===== src/rtl/ps2_kbd_rx_if.sv =====
// ---------------------------------------------------------------------------
// ps2_kbd_rx_if
// Key-event handshake between the PS/2 receiver and the keyboard matrix logic.
//   key_valid   : head of the event FIFO holds an event
//   key_code    : scancode of the head event
//   key_ext     : head event was E0-prefixed
//   key_release : head event was F0-prefixed (break)
//   key_ready   : consumer accepts the head event while key_valid=1
// master = event source (receiver), slave = event consumer.
// ---------------------------------------------------------------------------
interface ps2_kbd_rx_if;
  logic       key_valid;
  logic [7:0] key_code;
  logic       key_ext;
  logic       key_release;
  logic       key_ready;

  modport master (
    output key_valid,
    output key_code,
    output key_ext,
    output key_release,
    input  key_ready
  );

  modport slave (
    input  key_valid,
    input  key_code,
    input  key_ext,
    input  key_release,
    output key_ready
  );
endinterface


===== src/rtl/ps2_kbd_rx.sv =====
// ---------------------------------------------------------------------------
// ps2_kbd_rx
// Deserialises 11-bit PS/2 keyboard frames (start, 8 data LSB first, odd
// parity, stop) in the clk_sys domain, folds E0/F0 prefixes into flags and
// queues complete key events in a small show-ahead FIFO.
// Ports:
//   clk_sys      : system clock
//   reset_n      : asynchronous active-low reset
//   ps2_clk      : PS/2 clock, idle high
//   ps2_data     : PS/2 data, idle high
//   kbd          : key-event handshake (master side)
//   parity_err   : one-cycle pulse, frame failed odd parity
//   frame_err    : one-cycle pulse, bad stop bit or timeout
//   overflow     : sticky, an event was dropped on a full FIFO
//   clr_overflow : synchronous clear of overflow
// ---------------------------------------------------------------------------
module ps2_kbd_rx #(
  parameter int TIMEOUT   = 2000,
  parameter int FIFO_BITS = 2
) (
  input  logic                clk_sys,
  input  logic                reset_n,
  input  logic                ps2_clk,
  input  logic                ps2_data,
  ps2_kbd_rx_if.master        kbd,
  output logic                parity_err,
  output logic                frame_err,
  output logic                overflow,
  input  logic                clr_overflow
);

  localparam int DEPTH = 1 << FIFO_BITS;
  localparam int CW    = FIFO_BITS + 1;
  localparam int TW    = $clog2(TIMEOUT + 1);

  typedef enum logic [1:0] {S_IDLE, S_DATA, S_PARITY, S_STOP} state_t;

  // synchronisers and edge detect
  logic r_clk_s1, r_clk_s2, r_clk_d;
  logic r_dat_s1, r_dat_s2;
  logic w_fall, w_bit;

  // frame FSM and datapath
  state_t          r_state, w_state_nxt;
  logic [2:0]      r_bit_cnt;
  logic [7:0]      r_shreg;
  logic            r_ok_par;
  logic [TW-1:0]   r_to_cnt;
  logic            w_timeout;
  logic            w_frame_bad, w_par_bad, w_accept;

  // accepted byte, prefix flags
  logic            r_acc;
  logic [7:0]      r_acc_byte;
  logic            r_ext, r_rel;
  logic            r_parity_err, r_frame_err, r_overflow;

  // event FIFO
  logic [9:0]           r_mem [DEPTH];
  logic [FIFO_BITS-1:0] r_wr_ptr, r_rd_ptr, w_rd_nxt;
  logic [CW-1:0]        r_count, w_cnt_nxt, w_left;
  logic [9:0]           r_head, w_head_nxt, w_push_data;
  logic                 w_push, w_pop, w_full, w_do_push, w_drop;

  // -------------------------------------------------------------------------
  // 2-FF synchronisers, preset to the idle-high line level
  // -------------------------------------------------------------------------
  always_ff @(posedge clk_sys or negedge reset_n) begin
    if (!reset_n) begin
      r_clk_s1 <= 1'b1;
      r_clk_s2 <= 1'b1;
      r_clk_d  <= 1'b1;
      r_dat_s1 <= 1'b1;
      r_dat_s2 <= 1'b1;
    end else begin
      r_clk_s1 <= ps2_clk;
      r_clk_s2 <= r_clk_s1;
      r_clk_d  <= r_clk_s2;
      r_dat_s1 <= ps2_data;
      r_dat_s2 <= r_dat_s1;
    end
  end

  assign w_fall = r_clk_d & ~r_clk_s2;
  assign w_bit  = r_dat_s2;

  // -------------------------------------------------------------------------
  // Inactivity timeout: only meaningful once a frame has started
  // -------------------------------------------------------------------------
  assign w_timeout = (r_state != S_IDLE) && (r_to_cnt == TW'(TIMEOUT));

  always_ff @(posedge clk_sys or negedge reset_n) begin
    if (!reset_n)                                   r_to_cnt <= '0;
    else if (w_fall || r_state == S_IDLE || w_timeout) r_to_cnt <= '0;
    else                                            r_to_cnt <= r_to_cnt + TW'(1);
  end

  // -------------------------------------------------------------------------
  // Frame FSM: state register / next state / outputs
  // -------------------------------------------------------------------------
  always_ff @(posedge clk_sys or negedge reset_n) begin
    if (!reset_n) r_state <= S_IDLE;
    else          r_state <= w_state_nxt;
  end

  always_comb begin
    w_state_nxt = r_state;
    if (w_timeout) begin
      w_state_nxt = S_IDLE;
    end else if (w_fall) begin
      case (r_state)
        S_IDLE:   if (!w_bit) w_state_nxt = S_DATA;
        S_DATA:   if (r_bit_cnt == 3'd7) w_state_nxt = S_PARITY;
        S_PARITY: w_state_nxt = S_STOP;
        default:  w_state_nxt = S_IDLE;
      endcase
    end
  end

  always_comb begin
    w_frame_bad = 1'b0;
    w_par_bad   = 1'b0;
    w_accept    = 1'b0;
    if (w_timeout) begin
      w_frame_bad = 1'b1;
    end else if (w_fall && r_state == S_STOP) begin
      if (!w_bit)         w_frame_bad = 1'b1;
      else if (!r_ok_par) w_par_bad   = 1'b1;
      else                w_accept    = 1'b1;
    end
  end

  always_ff @(posedge clk_sys or negedge reset_n) begin
    if (!reset_n) r_bit_cnt <= 3'd0;
    else if (w_fall) begin
      if (r_state == S_IDLE)      r_bit_cnt <= 3'd0;
      else if (r_state == S_DATA) r_bit_cnt <= r_bit_cnt + 3'd1;
    end
  end

  // shift register and parity result carry data only, no reset needed
  always_ff @(posedge clk_sys) begin
    if (w_fall && r_state == S_DATA)   r_shreg  <= {w_bit, r_shreg[7:1]};
    if (w_fall && r_state == S_PARITY) r_ok_par <= ^r_shreg ^ w_bit;
    r_acc_byte <= r_shreg;
  end

  // -------------------------------------------------------------------------
  // Error pulses, accepted byte strobe and prefix flags
  // -------------------------------------------------------------------------
  always_ff @(posedge clk_sys or negedge reset_n) begin
    if (!reset_n) begin
      r_parity_err <= 1'b0;
      r_frame_err  <= 1'b0;
      r_acc        <= 1'b0;
      r_ext        <= 1'b0;
      r_rel        <= 1'b0;
    end else begin
      r_parity_err <= w_par_bad;
      r_frame_err  <= w_frame_bad;
      r_acc        <= w_accept;
      if (w_par_bad || w_frame_bad) begin
        r_ext <= 1'b0;
        r_rel <= 1'b0;
      end else if (r_acc) begin
        case (r_acc_byte)
          8'hE0:   r_ext <= 1'b1;
          8'hF0:   r_rel <= 1'b1;
          default: begin
            r_ext <= 1'b0;
            r_rel <= 1'b0;
          end
        endcase
      end
    end
  end

  assign parity_err = r_parity_err;
  assign frame_err  = r_frame_err;

  // -------------------------------------------------------------------------
  // Event FIFO with a registered head so outputs hold after the last pop
  // -------------------------------------------------------------------------
  assign w_push      = r_acc && (r_acc_byte != 8'hE0) && (r_acc_byte != 8'hF0);
  assign w_push_data = {r_ext, r_rel, r_acc_byte};
  assign w_pop       = (r_count != '0) && kbd.key_ready;
  assign w_full      = (r_count == CW'(DEPTH));
  assign w_do_push   = w_push && (!w_full || w_pop);
  assign w_drop      = w_push && w_full && !w_pop;
  assign w_cnt_nxt   = r_count + CW'(w_do_push) - CW'(w_pop);
  assign w_left      = r_count - CW'(w_pop);
  assign w_rd_nxt    = r_rd_ptr + FIFO_BITS'(w_pop);
  // when the queue drains this cycle the new head is the entry being pushed
  assign w_head_nxt  = (w_left == '0) ? w_push_data : r_mem[w_rd_nxt];

  always_ff @(posedge clk_sys) begin
    if (w_do_push) r_mem[r_wr_ptr] <= w_push_data;
  end

  always_ff @(posedge clk_sys or negedge reset_n) begin
    if (!reset_n) begin
      r_wr_ptr   <= '0;
      r_rd_ptr   <= '0;
      r_count    <= '0;
      r_head     <= '0;
      r_overflow <= 1'b0;
    end else begin
      if (w_do_push) r_wr_ptr <= r_wr_ptr + FIFO_BITS'(1);
      r_rd_ptr <= w_rd_nxt;
      r_count  <= w_cnt_nxt;
      if (w_cnt_nxt != '0) r_head <= w_head_nxt;
      if (w_drop)            r_overflow <= 1'b1;
      else if (clr_overflow) r_overflow <= 1'b0;
    end
  end

  assign overflow        = r_overflow;
  assign kbd.key_valid   = (r_count != '0);
  assign kbd.key_ext     = r_head[9];
  assign kbd.key_release = r_head[8];
  assign kbd.key_code    = r_head[7:0];

endmodule

===== src/flat_wrapper.sv =====
// flat-port wrapper written by rule: the top's interface ports become plain ports
module ps2_kbd_rx_flat 
#(
  parameter int TIMEOUT   = 2000,
  parameter int FIFO_BITS = 2
)
  (clk_sys, reset_n, ps2_clk, ps2_data, parity_err, frame_err, overflow, clr_overflow, kbd_key_valid, kbd_key_code, kbd_key_ext, kbd_key_release, kbd_key_ready);
  ps2_kbd_rx_if kbd_i ();
  input  logic clk_sys;
  input  logic reset_n;
  input  logic ps2_clk;
  input  logic ps2_data;
  output logic parity_err;
  output logic frame_err;
  output logic overflow;
  input  logic clr_overflow;
  output wire logic [$bits(kbd_i.key_valid)-1:0] kbd_key_valid;
  output wire logic [$bits(kbd_i.key_code)-1:0] kbd_key_code;
  output wire logic [$bits(kbd_i.key_ext)-1:0] kbd_key_ext;
  output wire logic [$bits(kbd_i.key_release)-1:0] kbd_key_release;
  input wire logic [$bits(kbd_i.key_ready)-1:0] kbd_key_ready;
  assign kbd_key_valid = kbd_i.key_valid;
  assign kbd_key_code = kbd_i.key_code;
  assign kbd_key_ext = kbd_i.key_ext;
  assign kbd_key_release = kbd_i.key_release;
  assign kbd_i.key_ready = kbd_key_ready;
  ps2_kbd_rx #(.TIMEOUT(TIMEOUT), .FIFO_BITS(FIFO_BITS)) u_core (.clk_sys(clk_sys), .reset_n(reset_n), .ps2_clk(ps2_clk), .ps2_data(ps2_data), .kbd(kbd_i), .parity_err(parity_err), .frame_err(frame_err), .overflow(overflow), .clr_overflow(clr_overflow));
endmodule

===== config.mk =====
export PLATFORM = sky130hd
export DESIGN_NAME = ps2_kbd_rx_flat
export DESIGN_NICKNAME = d
export VERILOG_FILES = /design/src/rtl/ps2_kbd_rx_if.sv /design/src/rtl/ps2_kbd_rx.sv /design/src/flat_wrapper.sv
export SDC_FILE = /design/constraint.sdc
export NUM_CORES = 1
export LEC_CHECK = 0
export CAP_MARGIN = 0
export CORE_MARGIN = 5
export CORE_UTILIZATION = 30
export DETAILED_ROUTE_END_ITERATION = 16
export PLACE_DENSITY = 0.54
export SETUP_SLACK_MARGIN = 0.05
export SLEW_MARGIN = 0
export SYNTH_ARGS = -nofsm -noshare
export SYNTH_HDL_FRONTEND = slang
export SYNTH_SLANG_ARGS = --single-unit

===== constraint.sdc =====
create_clock -name clk_sys -period 6.36 [get_ports clk_sys]
set_input_delay 0.954 -clock clk_sys [delete_from_list [all_inputs] [get_ports clk_sys]]
set_output_delay 0.954 -clock clk_sys [all_outputs]
set_load 0.02 [all_outputs]

==> run summary, run 1 <==
outcome: complete, no violations
TritonCTS Buffers: 9
Synth cell types: 45
CTS tree: built
Final Net Count: 318
fmax: 282 MHz
Filler Cell Count: 1,361
first-pass GRT wire length: 12,100 microns
setup repair after global routing missed its margin: false
# port buffers: 19
# setup viols final: 0
Die X-Extent: 128 microns
fin. max-slew vios: 0
routability cong.: 0.733
Slowest cell on crit path: or3_1
Clock Latency Late Sink: 0.35 ns
antenna violations before repair: 0
most common cell after layout, fill and taps aside: edfxtp_1
Mean Syn Cell Area: 15.7 sq um
Synth Net Count: 291
io pins: 20
Setup TNS: 0 ns
Critical Path RT: 6.59 ns
peak supply drop: 0.137 mV
row cnt: 43
max_slew headroom: 31.6%
clk sinks: 101
vias post-DR: 2,134
root buf cell: clkbuf_16
worst slew pin tran: 1.03 ns
Lkg Pwr: 1.88 nW
Overflow after GRT: 0
Syn Std Cell Area: 4190 sq um
clock period minus worst slack: 3.54 ns
clk slew on worst S/H paths: 0.07 ns
Worst R2R Setup Slack: 2.95 ns
area of the die: 16,400 sq um
DR pass1 iterations: 4
Final Power: 2.19 mW
Clock Skew: 0.0124 ns
Arr. time, crit path: 3.77 ns
Iter 0 DRT Violations: 86
n_diodes: 0
Gate Count Post-Synth: 267
global-route usage over all layers: 9.66%
cts repair resizes: 0
crit-path max FO: 10
Hold Fails Final Rpt: 0
H-tree lvl count: 3
CTS max path bufs: 2
PD cells: 451 nW/um^2
routed wire length: 7160 microns
Area Growth Syn to Fin: 15.8%
hpwl dp: 4730 microns
Final Util: 35.3%
CP Class: in2reg
largest net degree at the start of global routing: 45
Die Y: 128 microns
Hold Crit Class: reg2reg
CP bufs+invs: 1
maxcap violations: 0
Seq/Total Area, Yosys: 65.3%
wire per inst: 14.9 microns
Synth Warn #: 0
initial core utilization: 30.5%
cts hold-fix bufs: 0
#FFs+latches synth: 101
CP startpoint kind: input pin
Post-CTS Setup Repair Bufs: 0
vias per cell: 4.46
Worst setup EP type: register
crit-path most repeated cell: xnor2_1
part of the cycle the worst path needs: 55.7%
share of layout cells above drive strength 1: 17.4%
number of global-route vias before repair: 2,248
Top Family by Delay on Critical Path: simple AND/OR/NAND/NOR gates
Core Box Area: 13,800 sq um
most frequent cells in the layout: 49 x edfxtp_1, 39 x dfrtp_1, 18 x clkdlybuf4s50_1
Final ANT Viol Nets: 0
CP cell instances: clkdlybuf4s50_1, nor4b_2, nor2_1, ha_1, fa_1, xnor2_1, xnor2_1, or3_1, mux2_4
DRC Markers: 0
Worst path max stage delay: 0.59 ns
[power breakdown]
group	total (mW)	internal, mW	switching [mW]
sequential	0.892	0.805	0.0866
clock	0.509	0.278	0.231
combinational	0.790	0.449	0.341
[Yosys cell counts, drive strengths merged]
master | n | area share (%)
a21oi | 2 | 0.24
a22o | 1 | 0.21
a22oi | 2 | 0.36
a32o | 1 | 0.24
and2 | 6 | 0.90
and3 | 2 | 0.30
and4 | 1 | 0.21
and4b | 1 | 0.24
buf | 3 | 0.66
clkbuf | 1 | 0.089
dfrtp | 39 | 23
dfstp | 5 | 3.1
dfxtp | 8 | 3.8
edfxtp | 49 | 35
fa | 1 | 0.48
ha | 17 | 5.1
inv | 15 | 1.3
mux2 | 22 | 6.8
mux2i | 2 | 0.48
mux4 | 10 | 5.4
nand2 | 10 | 0.90
nand2b | 2 | 0.30
nand3 | 3 | 0.36
nand3b | 1 | 0.18
nand4 | 6 | 0.90
nand4b | 1 | 0.21
nor2 | 17 | 1.5
nor2b | 1 | 0.15
nor3 | 2 | 0.24
nor4 | 1 | 0.15
nor4b | 1 | 0.36
o2111ai | 1 | 0.21
o211ai | 1 | 0.18
o21a | 1 | 0.18
o21ai | 5 | 0.60
o41ai | 1 | 0.21
or3 | 2 | 0.33
or4 | 1 | 0.18
xnor2 | 14 | 2.9
xor2 | 8 | 1.7
[registers in the layout (all words and copies together), names as in the netlist, 2 cells and up]
signal	flops
u_core.r_state	2
u_core.r_to_cnt	11
u_core.r_bit_cnt	3
u_core.r_acc_byte	8
u_core.r_head	10
u_core.r_shreg	8
u_core.r_mem	40
u_core.r_rd_ptr	2
u_core.r_count	3
u_core.r_wr_ptr	2
[area by class of cell]
class / count / area, sq um / share of cell area [%]
sequential: 101 / 2740 / 56.4
multi-input combinational: 147 / 1370 / 28.2
clock buffer: 13 / 250 / 5.15
tap: 180 / 225 / 4.64
timing repair buffer: 20 / 193 / 3.97
inverter: 15 / 56.3 / 1.16
clock inverter: 3 / 25.0 / 0.515
[routing by layer]
layer  global-route usage, %  vias to the layer above  wire (microns)
met3                    3.75                        9             284
li1                        -                     1021               -
met2                    15.5                       29            3510
met1                    12.0                     1075            3260
met4                    3.18                        0             106
met5                       0                        -               0
[path summary, 6_finish.rpt]
check | start | endpoint | depth (start not counted)
setup / recovery | kbd_key_ready | u_core.r_head[7] | 9
hold / removal | u_core.r_dat_s1 | u_core.r_dat_s2 | 0
setup reg to reg | u_core.r_acc_byte[5] | u_core.r_head[7] | 9
hold reg to reg | u_core.r_dat_s1 | u_core.r_dat_s2 | 0
max in group asynchronous | reset_n | u_core.r_to_cnt[8] | 1
min in group asynchronous | reset_n | u_core.r_head[9] | 1
[metrics by stage]
step | cells | worst slack, ns | area (sq um) | hold WS [ns]
global placement | 463 | 2.49 | 4580 | 0.348
floorplan | 267 | 3.19 | 4190 | 0.345
finish | 479 | 2.82 | 4860 | 0.357
global route | 479 | 2.65 | 4860 | 0.365
detailed placement | 463 | 2.42 | 4580 | 0.348
CTS | 479 | 2.80 | 4860 | 0.358
[cell families after synthesis]
group	Yosys count	share of synthesized area, %
fa+ha+maj	18	5.55
buf+inv	19	2.09
flops	101	65.3
mux	34	12.6
xor+xnor	22	4.59
compound gates	15	2.42
simple gates	58	7.40
[worst reg2reg max path: stages (launching register included)]
cell and delay [ns]:
dfxtp_1 0.46, nand4b_1 0.19, o41ai_1 0.51, nor2_1 0.23, ha_1 0.27, fa_1 0.38, xnor2_1 0.14, xnor2_1 0.14
or3_1 0.59, mux2_4 0.40
Power figures use the tool's default switching activity.
==> run 2: changes to the inputs <==
- PLACE_DENSITY: 0.54 -> 0.56
- clock period: 6.36 -> 2.95 ns (I/O delays scaled with it)
==> run summary, run 2 (same netlist as run 1, synthesis figures left out) <==
most frequent cells in the layout: 49 x edfxtp_1, 39 x dfrtp_1, 18 x clkdlybuf4s50_1
Worst setup EP type: register
Iter 0 DRT Violations: 93 (+8.1%)
biggest regs: u_core.r_mem: 40 flops, u_core.r_to_cnt: 11 flops, u_core.r_head: 10 flops
clock period minus worst slack: 2.91 ns
crit-path max FO: 10 (unchanged)
fin. max-slew vios: 0 (unchanged)
max FFs per register: 40 (unchanged)
setup repair after global routing missed its margin: true
Hold Crit Class: in2async
routed wire length: 7190 microns (+0.36%)
cts hold-fix bufs: 0 (unchanged)
Worst R2R Setup Slack: 0.04 ns (-2.91 ns)
Hold Fails Final Rpt: 0 (unchanged)
number of global-route vias before repair: 2,279 (+1.4%)
peak supply drop: 0.391 mV (+190%)
routability cong.: 0.752 (+2.5%)
Core Box Area: 13,800 sq um (unchanged)
first-pass GRT wire length: 12,100 microns (-0.11%)
Finished Layout Cells: 493 (+2.9%)
vias post-DR: 2,149 (+0.70%)
DRC Markers: 0 (unchanged)
DR pass1 iterations: 4 (unchanged)
CP startpoint kind: register
Biggest register: u_core.r_mem
most common cell after layout, fill and taps aside: edfxtp_1
Clock Skew: 0.00878 ns (-0.00367 ns)
Final Power: 4.94 mW (+130%)
Critical Path End: u_core.r_head[6]
Final ANT Viol Nets: 0 (unchanged)
Critical Path RT: 3.18 ns (-3.41 ns)
global-route usage over all layers: 9.59% (-0.072 points)
PD cells: 981 nW/um^2 (+120%)
largest net degree at the start of global routing: 45 (unchanged)
Filler Cell Count: 1,326 (-2.6%)
CTS max path bufs: 2 (unchanged)
row cnt: 43 (unchanged)
total number of cells along the worst setup path: 11 (+2)
maxcap violations: 0 (unchanged)
Highest Signal Layer: met4
fmax: 344 MHz
clk sinks: 101 (unchanged)
CP Class: reg2reg
CTS tree: built
root buf cell: clkbuf_16
worst slew pin tran: 0.988 ns (-0.0375 ns)
max_slew headroom: 34.1% (+2.5 points)
part of the cycle the worst path needs: 98.5%
crit-path most repeated cell: ha_4
Worst path max stage delay: 0.39 ns (-0.20 ns)
H-tree lvl count: 3 (unchanged)
TritonCTS Buffers: 9 (unchanged)
Die X-Extent: 128 microns (unchanged)
io pins: 20 (unchanged)
Slowest cell on crit path: dfrtp_1
hpwl dp: 4850 microns (+2.6%)
met3 WL: 306 microns (+7.7%)
clk slew on worst S/H paths: 0.07 ns (about the same)
FF-to-FF path depth: 11 (+2)
wire per inst: 14.6 microns (-2.5%)
Top Family by Delay on Critical Path: simple AND/OR/NAND/NOR gates
share of layout cells above drive strength 1: 23.6% (+6.3 points)
CP cell instances: or3_4, and2_4, ha_4, inv_2, ha_4, fa_2, xnor2_2, xnor2_1, or3_1, buf_6, mux2_4
Clock Latency Late Sink: 0.35 ns (about the same)
Post-Place Cell Area: 4730 sq um (+3.3%)
M1 wire length: 3310 microns (+1.4%)
final instance area: 5040 sq um (+3.8%)
antenna violations before repair: 0 (unchanged)
area of the die: 16,400 sq um (unchanged)
Final Net Count: 332 (+4.4%)
n_diodes: 0 (unchanged)
met2 WL post-DR: 3470 microns (-1.1%)
Overflow after GRT: 0 (unchanged)
outcome: complete, no violations
Die Y: 128 microns (unchanged)
Area Growth Syn to Fin: 20.2%
RR Endpoint: u_core.r_head[6]
Placed Cells: 476 (+2.8%)
initial core utilization: 30.5% (unchanged)
Arr. time, crit path: 3.13 ns (-0.64 ns)
crit path from: u_core.r_count[1]
# port buffers: 19 (unchanged)
# setup viols final: 0 (unchanged)
Lkg Pwr: 1.97 nW (+4.8%)
launching point of the worst reg2reg path: u_core.r_count[1]
vias per cell: 4.36 (-2.2%)
CP bufs+invs: 2 (+1)
run 2: how the worst min path moves through the flow:
stage	startpoint	slack, ns	depth (start not counted)	to
global route	reset_n	0.35	1	u_core.r_to_cnt[3]
global placement	u_core.r_dat_s1	0.35	0	u_core.r_dat_s2
detailed placement	u_core.r_clk_s1	0.35	0	u_core.r_clk_s2
finish	reset_n	0.26	1	u_core.r_to_cnt[2]
CTS	reset_n	0.32	1	u_core.r_to_cnt[3]
floorplan	reset_n	0.15	0	u_core.frame_err
run 2: layer usage:
metal,GRT usage (%),vias to the layer above
met5,0,-
met4,3.37,0
met3,3.33,10
li1,-,1050
met1,12.0,1063
met2,15.4,26
run 2: final cells by class:
cell class	count	area [sq um]	area share, %
Sequential cell	101	2740	54.4
Multi-Input combinational cell	147	1420	28.1
Timing Repair Buffer	34	314	6.23
Clock buffer	13	272	5.39
Tap cell	180	225	4.47
Inverter	15	56.3	1.12
Clock inverter	3	17.5	0.347
run 2: what timing repair did:
| item | 4_1_cts | 5_1_grt |
|---|---|---|
| gates resized for setup | 1 | 2 |
| pin swaps | 0 | 0 |
| cloned | 0 | 0 |
| endpoints found under the setup margin | 10 | 10 |
| buffers inserted | 0 | 1 |
run 2: stage by stage:
step	setup WS [ns]	utilization (%)	TNS (ns)	hold WS [ns]
3_3_place_gp	-0.111	34.4	-1.10	0.346
3_5_place_dp	-0.214	34.4	-2.03	0.348
2_1_floorplan	0.0416	-	0	0.147
6_report	0.0443	36.6	0	0.260
5_1_grt	-0.0169	36.6	-0.0700	0.348
4_1_cts	0.0334	36.5	0	0.319
run 2: where the power goes:
| part | leakage (nW) | internal, mW | switching (mW) |
|---|---|---|---|
| clock network | 0.142 | 0.644 | 0.492 |
| registers | 1.05 | 1.74 | 0.172 |
| logic | 0.774 | 1.11 | 0.794 |
| total | 1.97 | 3.49 | 1.46 |
==> run 3: changes to the inputs <==
- PLACE_DENSITY: 0.56 -> 0.54
- clock period: 2.95 -> 3.5 ns (I/O delays scaled with it)
==> run summary, run 3 (same netlist as run 1, synthesis figures left out) <==
outcome: complete, no violations
fin. max-slew vios: 0 (unchanged)
crit-path max FO: 10 (unchanged)
cts hold-fix bufs: 0 (unchanged)
DRC Markers: 0 (unchanged)
io pins: 20 (unchanged)
maxcap violations: 0 (unchanged)
Area Growth Syn to Fin: 16.7%
max_slew headroom: 31.7% (-2.4 points)
CTS tree: built
number of global-route vias before repair: 2,233 (-2.0%)
row cnt: 43 (unchanged)
first-pass GRT wire length: 11,800 microns (-2.2%)
# port buffers: 19 (unchanged)
Post-CTS Setup Repair Bufs: 0 (unchanged)
most frequent cells in the layout: 49 x edfxtp_1, 39 x dfrtp_1, 18 x clkdlybuf4s50_1
area of the die: 16,400 sq um (unchanged)
CTS max path bufs: 2 (unchanged)
global-route usage over all layers: 9.30% (-0.29 points)
PD cells: 820 nW/um^2 (-16%)
clock period minus worst slack: 3.21 ns (+0.306 ns)
hpwl dp: 4620 microns (-4.8%)
Sequential Power Share: 40.3% (+1.7 points)
peak supply drop: 0.293 mV (-25%)
# setup viols final: 0 (unchanged)
setup repair after global routing missed its margin: false
antenna violations before repair: 0 (unchanged)
routability cong.: 0.753 (+0.24%)
Hold Crit Class: in2async
combinational share of power: 36.6% (-1.8 points)
CP startpoint kind: register
Final ANT Viol Nets: 0 (unchanged)
worst slew pin tran: 1.02 ns (+0.0356 ns)
Core Box Area: 13,800 sq um (unchanged)
routed wire length: 7070 microns (-1.6%)
Finished Layout Cells: 484 (-1.8%)
largest net degree at the start of global routing: 45 (unchanged)
switching share of power: 30.5% (+1.0 points)
Biggest register: u_core.r_mem
max FFs per register: 40 (unchanged)
root buf cell: clkbuf_16
Worst setup EP type: register
n_diodes: 0 (unchanged)
DR pass1 iterations: 4 (unchanged)
Die X-Extent: 128 microns (unchanged)
share of layout cells above drive strength 1: 19.4% (-4.2 points)
vias post-DR: 2,147 (-0.093%)
most common cell after layout, fill and taps aside: edfxtp_1
clk sinks: 101 (unchanged)
Hold Fails Final Rpt: 0 (unchanged)
TritonCTS Buffers: 9 (unchanged)
wire per inst: 14.6 microns (+0.24%)
Clock Latency Late Sink: 0.34 ns (about the same)
Register Area: 2740 sq um (about the same)
Switch Pwr: 1.22 mW (-16%)
Iter 0 DRT Violations: 111 (+19%)
Overflow after GRT: 0 (unchanged)
Placed Cells: 468 (-1.7%)
area of the multi-input gates: 1370 sq um (-3.4%)
Die Y: 128 microns (unchanged)
cts repair resizes: 0 (-1)
fmax: 311 MHz (-9.5%)
Lkg Pwr: 1.90 nW (-3.4%)
Filler Cell Count: 1,385 (+4.4%)
part of the cycle the worst path needs: 91.8% (-6.7 points)
clk slew on worst S/H paths: 0.07 ns (about the same)
biggest regs: u_core.r_mem: 40 flops, u_core.r_to_cnt: 11 flops, u_core.r_head: 10 flops
Final Net Count: 323 (-2.7%)
Setup TNS: 0 ns (unchanged)
Clk network pwr share: 23.2% (+0.2 points)
H-tree lvl count: 3 (unchanged)
vias per cell: 4.44 (+1.8%)
Arr. time, crit path: 3.44 ns (+0.31 ns)
Clock Skew: 0.00904 ns (+0.000255 ns)
Int Power: 2.79 mW (-20%)
Critical Path RT: 3.73 ns (+0.55 ns)
CP Class: reg2reg
initial core utilization: 30.5% (unchanged)
-- run 3: layout make-up --
cell class                 instances  area share [%]
clock inverter                     6           0.946
multi-input combinational        147            27.9
sequential                       101            56.0
inverter                          15            1.15
tap                              180            4.60
clock buffer                      10            4.68
timing repair buffer              25            4.70
-- run 3: worst max-delay path, cell delays in order, from the launching register on --
cell and delay (ns):
dfrtp_1 0.40, or3_2 0.49, and2_1 0.20, ha_1 0.30, inv_1 0.04, ha_1 0.18, fa_1 0.38, xnor2_1 0.15
xnor2_1 0.13, or3_1 0.31, buf_4 0.21, mux2_4 0.31
-- run 3: power groups by stage --
stage               sequential, mW  clock [mW]  combinational (mW)
global placement              1.64           0                1.48
floorplan                     1.67           0                1.08
detailed placement            1.64           0                1.49
finish                        1.62       0.930                1.47
CTS                           1.62       0.964                1.50
global route                  1.64        1.02                1.61
-- run 3: layer usage --
metal	wire length, microns	GRT usage, %
met3	229	2.92
met5	0	0
met4	104	3.37
met2	3370	14.5
met1	3370	12.2
-- run 3: path summary, 6_finish.rpt --
path,from,endpoint,slack [ns],depth (start not counted)
worst max-delay path,u_core.r_count[1],u_core.r_head[6],0.29,11
worst min-delay path,reset_n,u_core.r_head[9],0.36,1
worst max register to register,u_core.r_count[1],u_core.r_head[6],0.29,11
worst min register to register,u_core.r_dat_s1,u_core.r_dat_s2,0.36,0
max in group asynchronous,reset_n,u_core.r_bit_cnt[1],2.50,1
min in group clk_sys,u_core.r_dat_s1,u_core.r_dat_s2,0.36,0
-- run 3: metrics by stage --
| step | util, % | cell area (sq um) | setup slack, ns | total power, mW | hold slack (ns) |
|---|---|---|---|---|---|
| 2_1_floorplan | - | 4190 | 0.329 | 2.75 | 0.229 |
| 3_3_place_gp | 33.5 | 4620 | 0.253 | 3.12 | 0.348 |
| 3_5_place_dp | 33.5 | 4620 | 0.197 | 3.14 | 0.347 |
| 4_1_cts | 35.5 | 4890 | 0.266 | 4.08 | 0.357 |
| 5_1_grt | 35.5 | 4890 | 0.113 | 4.28 | 0.358 |
| 6_report | 35.5 | 4890 | 0.288 | 4.01 | 0.356 |
